<file path="config.mk">
export PLATFORM = sky130hd
export DESIGN_NAME = qam16_demap_rx
export DESIGN_NICKNAME = d
export VERILOG_FILES = /design/src/rtl/qam16_demap_rx.sv
export SDC_FILE = /design/constraint.sdc
export NUM_CORES = 1
export LEC_CHECK = 0
export BUFFER_PORTS_ARGS = -buffer_cell sky130_fd_sc_hd__buf_2
export CORE_UTILIZATION = 59
export CTS_CLUSTER_DIAMETER = 150
export DETAILED_ROUTE_END_ITERATION = 6
export PLACE_DENSITY = 0.8
export SLEW_MARGIN = 40
export SYNTH_ARGS = -nofsm -noshare
export SYNTH_HDL_FRONTEND = slang
export SYNTH_SLANG_ARGS = --single-unit
</file>
<file path="constraint.sdc">
create_clock -name clk -period 4.75 [get_ports clk]
set_input_delay 0.475 -clock clk [delete_from_list [all_inputs] [get_ports clk]]
set_output_delay 0.475 -clock clk [all_outputs]
set_load 0.03 [all_outputs]
</file>
<file path="src/rtl/qam16_demap_rx.sv">
// qam16_demap_rx: 16-QAM hard slicer + Gray demap, symbol FIFO,
// MSB-first valid/ready bit serializer and additive x^7+x^6+1 descrambler.
module qam16_demap_rx #(
  parameter int unsigned AMP        = 32,
  parameter int unsigned FIFO_DEPTH = 4,
  parameter logic [6:0]  LFSR_RESET = 7'h7F
) (
  input  logic              clk,
  input  logic              reset,
  input  logic [6:0]        lfsr_seed,
  input  logic              lfsr_load,
  input  logic signed [7:0] I_in,
  input  logic signed [7:0] Q_in,
  input  logic              valid_in,
  output logic              bit_out,
  output logic              bit_valid,
  input  logic              bit_ready,
  output logic              overflow
);

  localparam int unsigned AW = $clog2(FIFO_DEPTH);
  localparam logic signed [8:0] C_THR   = 9'(2 * AMP);
  localparam logic signed [8:0] C_THR_N = -C_THR;

  typedef enum logic {S_IDLE, S_SHIFT} state_t;

  // Per-axis hard decision; 9-bit compare keeps -128/+127 from wrapping.
  function automatic logic [1:0] slice(input logic signed [7:0] x);
    logic signed [8:0] xs;
    xs = $signed({x[7], x});
    if (xs >= C_THR)            slice = 2'b10;
    else if (xs >= 9'sd0)       slice = 2'b11;
    else if (xs >= C_THR_N)     slice = 2'b01;
    else                        slice = 2'b00;
  endfunction

  logic [3:0]    w_sym;
  logic [3:0]    r_mem [FIFO_DEPTH];
  logic [AW:0]   r_wptr, r_rptr;
  logic          w_empty, w_full, w_push, w_pop;
  logic [3:0]    w_head;

  state_t        r_state, w_state_n;
  logic [3:0]    r_shreg, w_shreg_n;
  logic [1:0]    r_cnt, w_cnt_n;
  logic [6:0]    r_lfsr, w_lfsr_n;
  logic          w_fb, w_accept, w_bit_n;
  logic          r_bit_out, r_bit_valid, r_overflow;

  assign w_sym   = {slice(I_in), slice(Q_in)};
  assign w_empty = (r_wptr == r_rptr);
  assign w_full  = (r_wptr[AW] != r_rptr[AW]) && (r_wptr[AW-1:0] == r_rptr[AW-1:0]);
  assign w_head  = r_mem[r_rptr[AW-1:0]];
  // A pop in the same cycle frees the slot, so push-on-full still succeeds.
  assign w_push  = valid_in && (!w_full || w_pop);

  assign bit_out   = r_bit_out;
  assign bit_valid = r_bit_valid;
  assign overflow  = r_overflow;

  // FIFO storage write.
  always_ff @(posedge clk) begin
    if (w_push) r_mem[r_wptr[AW-1:0]] <= w_sym;
  end

  // FIFO pointers and sticky overflow flag.
  always_ff @(posedge clk) begin
    if (reset) begin
      r_wptr     <= '0;
      r_rptr     <= '0;
      r_overflow <= 1'b0;
    end else begin
      if (w_push) r_wptr <= r_wptr + (AW+1)'(1);
      if (w_pop)  r_rptr <= r_rptr + (AW+1)'(1);
      if (valid_in && w_full && !w_pop) r_overflow <= 1'b1;
    end
  end

  // Serializer next-state, FIFO pop, LFSR advance and next output bit.
  always_comb begin
    w_state_n = r_state;
    w_shreg_n = r_shreg;
    w_cnt_n   = r_cnt;
    w_pop     = 1'b0;
    w_accept  = 1'b0;
    case (r_state)
      S_IDLE: begin
        if (!w_empty) begin
          w_pop     = 1'b1;
          w_shreg_n = w_head;
          w_cnt_n   = 2'd3;
          w_state_n = S_SHIFT;
        end
      end
      S_SHIFT: begin
        if (bit_ready) begin
          w_accept = 1'b1;
          if (r_cnt == 2'd0) begin
            if (!w_empty) begin
              w_pop     = 1'b1;
              w_shreg_n = w_head;
              w_cnt_n   = 2'd3;
            end else begin
              w_state_n = S_IDLE;
            end
          end else begin
            w_shreg_n = {r_shreg[2:0], 1'b0};
            w_cnt_n   = 2'(r_cnt - 2'd1);
          end
        end
      end
      default: w_state_n = S_IDLE;
    endcase
    w_fb = r_lfsr[6] ^ r_lfsr[5];
    if (lfsr_load)     w_lfsr_n = lfsr_seed;
    else if (w_accept) w_lfsr_n = {r_lfsr[5:0], w_fb};
    else               w_lfsr_n = r_lfsr;
    w_bit_n = (w_state_n == S_SHIFT) && (w_shreg_n[3] ^ w_lfsr_n[6] ^ w_lfsr_n[5]);
  end

  // Serializer / descrambler state and registered outputs.
  always_ff @(posedge clk) begin
    if (reset) begin
      r_state     <= S_IDLE;
      r_shreg     <= '0;
      r_cnt       <= '0;
      r_lfsr      <= LFSR_RESET;
      r_bit_out   <= 1'b0;
      r_bit_valid <= 1'b0;
    end else begin
      r_state     <= w_state_n;
      r_shreg     <= w_shreg_n;
      r_cnt       <= w_cnt_n;
      r_lfsr      <= w_lfsr_n;
      r_bit_out   <= w_bit_n;
      r_bit_valid <= (w_state_n == S_SHIFT);
    end
  end

endmodule

</file>
Word-level counts from Yosys, hierarchy flattened
Memories as Yosys holds them, arrays and structs flattened. A register that Yosys moved wholly into a read port is not among the register bits.
Cells that the tools add are included.
Widths: inputs -> output; s select.

storage, ports and cells
  logic and storage cells = 67
  flip-flop bits (word level) = 22
  RAM bits = 16
  memories = 1

memory list
  memory  words  bits a word  rd ports  clocked after Yosys merged registers in  write ports  line  text
  r_mem   4      4            1         1                                        1            38    logic [3:0] r_mem [FIFO_DEPTH];

cells by class
  bitwise operators = 4
  order comparisons = 6
  $add $sub $neg = 3
  eq/ne operators = 4
  muxes and demuxes = 29
  reductions and logical operators = 10

operators by type and width
  cell                 number
  $mux 2               9
  $ge 8x1->1 const B   2
  $ge 8x7->1 const B   2
  $ge 8x8->1 const B   2
  $mux 7               2
  $mux 4               3
  $mux 1               11
  $pmux 4 s2           1
  $add 3x1->3 const B  2
  $logic_and 1x1->1    5
  $pmux 1 s2           2
  $pmux 2 s2           1
  $eq 3x3->1           1
  $xor 1x1->1          3
  $eq 2x2->1           1
  $logic_not 1->1      2
  $logic_not 2->1      1
  $ne 2x2->1 const B   1
  $reduce_bool 2->1    1
  $sub 2x1->2 const B  1
  $logic_or 1x1->1     1
  $ne 1x1->1           1
  $not 1->1            1

Logic depth before layout (Yosys ltp)
Gate-level depths: netlist of the first run.

  depth after elaboration = 9
  depth in mapped cells = 6

Worst setup path before layout of the first run
Ideal clock, no wire load.

  kind = input-to-reg
  start point = input port bit_ready
  end point = memory r_mem[3][0], enable pin
  data arrival time = 1.522 ns
  stages on the path = 5
  slack = 2.916 ns
  path buffers = 1
  library setup time = 0.312 ns
  cell sequence = buf_4 -> nor3b_1 -> nor2_2 -> a31oi_2 -> and2_1

between the ends
  word-level cells in the longest chain between the ends = 6

RTL lines
  item                          line  text
  start, declared               17    input logic bit_ready,
  $mux 1                        96    if (bit_ready) begin
  $pmux 1 s2                    86    case (r_state)
  $logic_or 1x1->1              55    assign w_push = valid_in && (!w_full || w_pop);
  $logic_and 1x1->1             55
  $mux 1                        63    if (w_push) r_mem[r_wptr[AW-1:0]] <= w_sym;
  $mux 1 (implied by the code)  63
  end, declared                 38

No other way between the ends.

Worst setup path after layout of the first run
  start point = register r_cnt[0]
  end point = memory r_mem[3][0], enable pin

between the ends
  word-level cells in the longest chain between the ends = 8

RTL lines
  item                          line  text
  start, declared               45    logic [1:0] r_cnt, w_cnt_n;
  start signal, assigned        133   r_cnt <= w_cnt_n;
  $logic_not 2->1               98    if (r_cnt == 2'd0) begin
  $mux 1                        98
  $mux 1                        96
  $pmux 1 s2                    86
  $logic_or 1x1->1              55
  $logic_and 1x1->1             55
  $mux 1                        63
  $mux 1 (implied by the code)  63

No other way between the ends.

==> flow_summary.toml, run 1 <==
[worst_setup_path]
worst_setup_path_end_kind = "register"
critPathLaunchType = "register"
path_class = "register to register"
cp.required_ns = 4.80
crit_fanout = 7
critical_path_arrival_ns = 1.91

[yosys]
yosysWarnings = 0
synth_top_area_frac = 0.252
syn_nets = 201
synthArstFlopShare = 0
ys_ff_latch = 40
synth_flop_cell = "dfxtp_1"
syn_inst = 164
synth.distinct_cells = 38
synth.area.top_cells = "dfxtp_1 (25%), edfxtp_1 (25%), ha_1 (5.9%)"
synth_edf_count = 16
syn_area_per_cell_um2 = 11.6
yosysTopAreaCell = "dfxtp_1"
syn_area_um2 = 1910
seq_area_frac_synth = 0.504

[drt]
drt_iter0_drc = 44
num_vias = 1226
drtPass1Iterations = 4
drc_errors = 0
routedWlPerCell_um = 13.3
wl_um = 3020
vias_per_cell = 5.38
route.antenna.remaining_nets = 0

[timing]
fmax_mhz = 539
final_hold_viol_count = 0
slew_viol_final = 0
tns_ns = 0
whs_ns = 0.341
fin_crit_sh = 0.391
finalSetupViolCount = 0
max_slew_margin = 0.658
worst_clock_skew_ns = 0.00474
rsz0062_at_grt = "no"
finalCriticalPeriod_ns = 1.86
worst_pin_slew_ns = 0.509
worst_slack_ns = 2.89

[power_and_ir_drop]
ir_drop_mv = 0.281
switchingPower_w = 0.000330
powerDensity_nw_per_um2 = 519
switching_share = 0.296
p_comb_frac = 0.282
clkPwrFrac = 0.294
power_frac_seq = 0.424
p_leak_nw = 0.896
intPower_w = 0.000784

[clocking]
insertion_delay_ns = 0.35
clk_pin_slew_ns = 0.12
postCtsHoldBufs = 0
clock_path_buffers = 2
cts.repair.resized = 0
htree_levels = 2
cts_tree = "yes"
cts_buffers = 5
cts_setup_buffers = 0
root_buffer = "clkbuf_4"
cts_sinks = 40

[layout]
drive_gt1_frac = 0.245
fillers = 232
ff_latch_area_um2 = 961
antenna_cells = 0
syn2layout_area_growth_pct = 12.6
multiInputGateArea_um2 = 871
nets = 220
fin_area_um2 = 2150

[floorplanning]
initial_utilization = 0.624
num_rows = 20
die_area_um2 = 3460
fp.dieW_um = 58.8
core_area_um2 = 3050
dieHeight_um = 58.8
io_pins = 31

[min_path]
hp-class = "primary input to register"

[grt]
antenna_found_initial = 0
grt_use_total = 0.200
grt_pass1_vias = 1165
gr-total-overflow = 0
grt_max_degree = 24
grt_pass1_wl_um = 4990

[placed_design]
dp_hpwl_um = 2260
place_congestion = 0.736
dp_slack_ns = 2.61
post_dp_cell_area_um2 = 2020
io_buffer_count = 18

[flow_run]
max_cap_violations = 0

[outcome]
status = "complete, no violations"
==> layout by cell type, fill, tap and decap left out <==
cell,netlist,final
nor2_1,15,15
mux2_4,2,2
buf_2,2,18
a21oi_1,5,5
nand2_1,3,3
nand2b_1,9,9
nor3b_1,1,1
nand2_2,1,1
a22oi_1,1,1
clkbuf_4,0,5
or3_1,1,1
a221oi_2,1,1
ha_1,9,9
o31ai_1,1,1
a31oi_2,1,1
nor3_1,3,3
inv_1,11,11
mux2i_1,5,5
mux4_2,4,4
xor2_1,5,5
nand3_1,2,2
xnor2_1,5,5
a211o_1,1,1
a221oi_1,2,2
o211a_1,1,1
or2_2,2,2
nor2b_1,3,3
dfxtp_1,24,24
bufinv_16,0,3
o21ai_0,8,8
and2_1,5,5
mux2_2,4,4
and4b_1,2,2
edfxtp_1,16,16
a41oi_1,1,1
a22oi_2,2,2
nor2_2,1,1
o221a_4,1,1
==> critical path: stages (launching register included) <==
cell	delay [ns]
dfxtp_1	0.39
nor3b_1	0.37
nor2_2	0.14
a31oi_2	0.34
and2_1	0.32
==> synthesized netlist by cell type (all sizes together), types with 5 or more instances <==
master	instances
mux2	6
xnor2	5
nor2	16
xor2	5
a21oi	5
dfxtp	24
nand2b	9
mux2i	5
o21ai	8
inv	11
ha	9
and2	5
edfxtp	16
==> through the flow <==
stage	total power, W	instances	utilization
detailed placement	0.000793	220	0.661
global placement	0.000775	220	0.661
CTS	0.00112	228	0.703
floorplan	0.000731	164	-
global route	0.00117	228	0.703
finish	0.00111	228	0.703
==> routing by layer <==
| layer | share of wire | global-route usage | vias to the layer above |
|---|---|---|---|
| li1 | - | - | 610 |
| met1 | 0.45 | 0.224 | 584 |
| met2 | 0.50 | 0.354 | 27 |
| met3 | 0.036 | 0.0725 | 5 |
| met4 | 0.013 | 0.0612 | 0 |
| met5 | 0 | 0 | - |
==> cell type report <==
class,instances,share of cell area
inverter,11,0.0192
clock inverter,3,0.0420
sequential,40,0.448
multi-input combinational,107,0.406
clock buffer,5,0.0175
timing repair buffer,18,0.0420
tap,44,0.0257
==> flip-flops by register name, summed over array words and instances, names as in the netlist, named ones only <==
| name | cells |
|---|---|
| bit_out | 1 |
| r_cnt | 2 |
| r_rptr | 3 |
| r_shreg | 4 |
| bit_valid | 1 |
| r_lfsr | 7 |
| r_mem | 16 |
| r_wptr | 3 |
| overflow | 1 |
==> power groups by stage <==
stage	Combinational, W	Sequential, W	Clock [W]
after floorplan	0.000262	0.000469	0
after global placement	0.000298	0.000477	0
after detailed placement	0.000313	0.000480	0
after CTS	0.000316	0.000472	0.000332
after global routing	0.000344	0.000480	0.000345
final	0.000314	0.000473	0.000327
==> path summary, 6_finish.rpt <==
path	from	to	slack, ns	depth (start not counted)
min reg2reg	overflow$_SDFFE_PP0P_	overflow$_SDFFE_PP0P_	0.49	2
max	r_cnt[0]$_SDFFE_PP0P_	r_mem[3][0]$_DFFE_PP_	2.89	4
max reg2reg	r_cnt[0]$_SDFFE_PP0P_	r_mem[3][0]$_DFFE_PP_	2.89	4
min	lfsr_seed[0]	r_lfsr[0]$_SDFFE_PP1P_	0.34	2
==> kinds of logic (layout without fill, tap and decap cells) <==
logic type                 Yosys count  count (layout)  share of synthesized area
DFF                                 40              40                      0.504
xor gates and xnor gates            10              10                     0.0460
muxes                               15              15                      0.113
adders and majority gates            9               9                     0.0591
AOI/OAI and AO/OA                   25              25                      0.104
buffers and inverters               17              37                     0.0387
and+or+nand+nor                     48              48                      0.135
(Power assumes the default switching activity.)
==> run 2: changes to the inputs <==
--- a/config.mk
+++ b/config.mk
@@ -6,10 +6,10 @@
 export NUM_CORES = 1
 export LEC_CHECK = 0
 export BUFFER_PORTS_ARGS = -buffer_cell sky130_fd_sc_hd__buf_2
-export CORE_UTILIZATION = 59
+export CORE_UTILIZATION = 50
 export CTS_CLUSTER_DIAMETER = 150
 export DETAILED_ROUTE_END_ITERATION = 6
-export PLACE_DENSITY = 0.8
+export PLACE_DENSITY = 0.72
 export SLEW_MARGIN = 40
 export SYNTH_ARGS = -nofsm -noshare
 export SYNTH_HDL_FRONTEND = slang
==> constraint.sdc (replaced) <==
create_clock -name clk -period 1.54 [get_ports clk]
set_input_delay 0.154 -clock clk [delete_from_list [all_inputs] [get_ports clk]]
set_output_delay 0.154 -clock clk [all_outputs]
set_load 0.03 [all_outputs]
==> run 2 against run 1 <==
  * The flow now finishes with violations (setup timing)
  * Critical endpoint is now r_shreg[2]$_SDFFE_PP0P_
  * Clock power increased to 2.7 times the previous value
  * Wire length grew 14%
  * Combinational power rose to 4.2 times the previous value
  * Clock skew about the same
  * Setup slack got worse by 2.9 ns
  * Final cell count increased by 11%
  * Die area is 17% higher
  * Worst hold slack got worse by 0.28 ns
  * Cell area up 11%
  * Largest power group unchanged
  * Sequential share of layout area fell by 4.1 points
  * Count of clock-buffer cells in the layout unchanged
  * Global-route usage is 0.089 points lower
  * Highest routed layer unchanged
==> flow_summary.toml, run 2 (synthesized netlist as in run 1, its figures left out) <==
[drt]
wl_um = 3460
drtPass1Iterations = 4
num_vias = 1288
drc_errors = 0
routedWlPerCell_um = 13.7
drt_iter0_drc = 50
route.antenna.remaining_nets = 0
vias_per_cell = 5.11

[clocking]
root_buffer = "clkbuf_8"
clock_path_buffers = 2
cts_buffers = 5
clk_pin_slew_ns = 0.08
insertion_delay_ns = 0.30
htree_levels = 2
cts_tree = "yes"
postCtsHoldBufs = 0
cts_sinks = 40

[floorplanning]
initial_utilization = 0.521
io_pins = 31
dieHeight_um = 63.7
core_area_um2 = 3660
num_rows = 22
die_area_um2 = 4060
fp.dieW_um = 63.7

[worst_setup_path]
slowest_stage = "or3_4"
path_class = "register to register"
critPathLaunchType = "register"
path_cells = "xor2_2 -> or3_4 -> mux2_4 -> a22oi_2 -> nor3_2"
critical_path_arrival_ns = 1.73
cp.required_ns = 1.72
worst_setup_path_end_kind = "register"
critical-path-max-stage-delay_ns = 0.42
reg2reg_to = "r_shreg[2]$_SDFFE_PP0P_"
reg2regPathDepth = 5
reg2reg_setup_slack_ns = -0.02
crit_fanout = 5
r2r_start = "r_rptr[1]$_SDFFE_PP0N_"

[timing]
worst_slack_ns = -0.0173
max_slew_margin = 0.725
fmax_mhz = 642
whs_ns = 0.0622
finalSetupViolCount = 3
final_hold_viol_count = 0
slew_viol_final = 0
finalCriticalPeriod_ns = 1.56
fin_crit_sh = 1.01
rsz0062_at_grt = "yes"
worst_clock_skew_ns = 0.00503
worst_pin_slew_ns = 0.412

[power_and_ir_drop]
switching_share = 0.318
intPower_w = 0.00247
p_leak_nw = 1.01
power_frac_seq = 0.398
ir_drop_mv = 0.872
clkPwrFrac = 0.240
switchingPower_w = 0.00115
powerDensity_nw_per_um2 = 1520
p_comb_frac = 0.362

[min_path]
hp-class = "primary input to register"
worstHoldPathCells = 2
worstHoldStart = "lfsr_seed[0]"
min_to = "r_lfsr[0]$_SDFFE_PP1P_"

[placed_design]
dp_slack_ns = -0.0995
dp_hpwl_um = 2670
place_congestion = 0.795
io_buffer_count = 18

[layout]
syn2layout_area_growth_pct = 25.1
fillers = 279
antenna_cells = 0
largest_reg_flops = 16
final_cell_mix = "dfxtp_1 (19), buf_4 (19), buf_2 (18), edfxtp_1 (16), nor2_1 (13)"
nets = 240
drive_gt1_frac = 0.417

[grt]
antenna_found_initial = 0
grt_pass1_vias = 1341
grt_pass1_wl_um = 5900
grt_use_total = 0.199
grt_max_degree = 24
gr-total-overflow = 0

[outcome]
status = "finished with violations"
violations = "setup timing"

[flow_run]
max_cap_violations = 0
run 2: how the worst max path moves through the flow:
stage | startpoint | end | depth (start not counted)
floorplan | r_rptr[1]$_SDFFE_PP0N_ | r_shreg[1]$_SDFFE_PP0P_ | 6
global placement | r_rptr[1]$_SDFFE_PP0N_ | r_shreg[1]$_SDFFE_PP0P_ | 5
detailed placement | r_rptr[1]$_SDFFE_PP0N_ | r_shreg[1]$_SDFFE_PP0P_ | 5
CTS | r_wptr[2]$_SDFFE_PP0P_ | r_shreg[2]$_SDFFE_PP0P_ | 5
global route | r_wptr[2]$_SDFFE_PP0P_ | r_shreg[1]$_SDFFE_PP0P_ | 5
finish | r_rptr[1]$_SDFFE_PP0N_ | r_shreg[2]$_SDFFE_PP0P_ | 5
run 2: metrics by stage:
step / util / total power [W] / cell area, um^2 / instances / TNS, ns
after detailed placement: 0.606 / 0.00268 / 2220 / 244 / -0.288
after global routing: 0.651 / 0.00383 / 2380 / 252 / -0.321
after floorplan: - / 0.00232 / 1960 / 164 / -0.115
final: 0.651 / 0.00362 / 2380 / 252 / -0.0312
after CTS: 0.640 / 0.00356 / 2340 / 252 / -0.0389
after global placement: 0.606 / 0.00262 / 2220 / 244 / -0.163
run 2: repair_timing:
item,4_1_cts,5_1_grt
buffers inserted,0,0
gates resized for setup,5,11
setup endpoints to repair,11,27
pin swaps,1,2
run 2: critical path: cells and delay by family, from the launching register on:
kind | cells | cell delay (ns)
AND/OR/NAND/NOR | 2 | 0.47
XOR/XNOR | 1 | 0.18
flip-flops | 1 | 0.35
AO/OA/AOI/OAI | 1 | 0.13
multiplexers | 1 | 0.31
run 2: layer usage:
metal / GRT usage / wire length, um / vias up
met3: 0.0589 / 102 / 4
met1: 0.214 / 1520 / 614
li1: - / - / 652
met5: 0 / 0 / -
met4: 0.102 / 72 / 0
met2: 0.350 / 1760 / 18
run 2: power groups by stage:
stage | Sequential (W) | Clock (W) | Combinational (W)
floorplan | 0.00146 | 0 | 0.000860
detailed placement | 0.00145 | 0 | 0.00122
global route | 0.00146 | 0.000925 | 0.00144
CTS | 0.00143 | 0.000885 | 0.00124
finish | 0.00144 | 0.000869 | 0.00131
global placement | 0.00144 | 0 | 0.00118
run 2: cell type report:
class / instances / area (um^2) / area share
flip-flops and latches: 40 / 970 / 0.407
multi-input cells: 107 / 953 / 0.400
repair buffers: 38 / 244 / 0.102
clock buffers: 5 / 68.8 / 0.0289
well taps: 48 / 60.1 / 0.0252
clock inverters: 3 / 46.3 / 0.0194
inverters: 11 / 41.3 / 0.0173
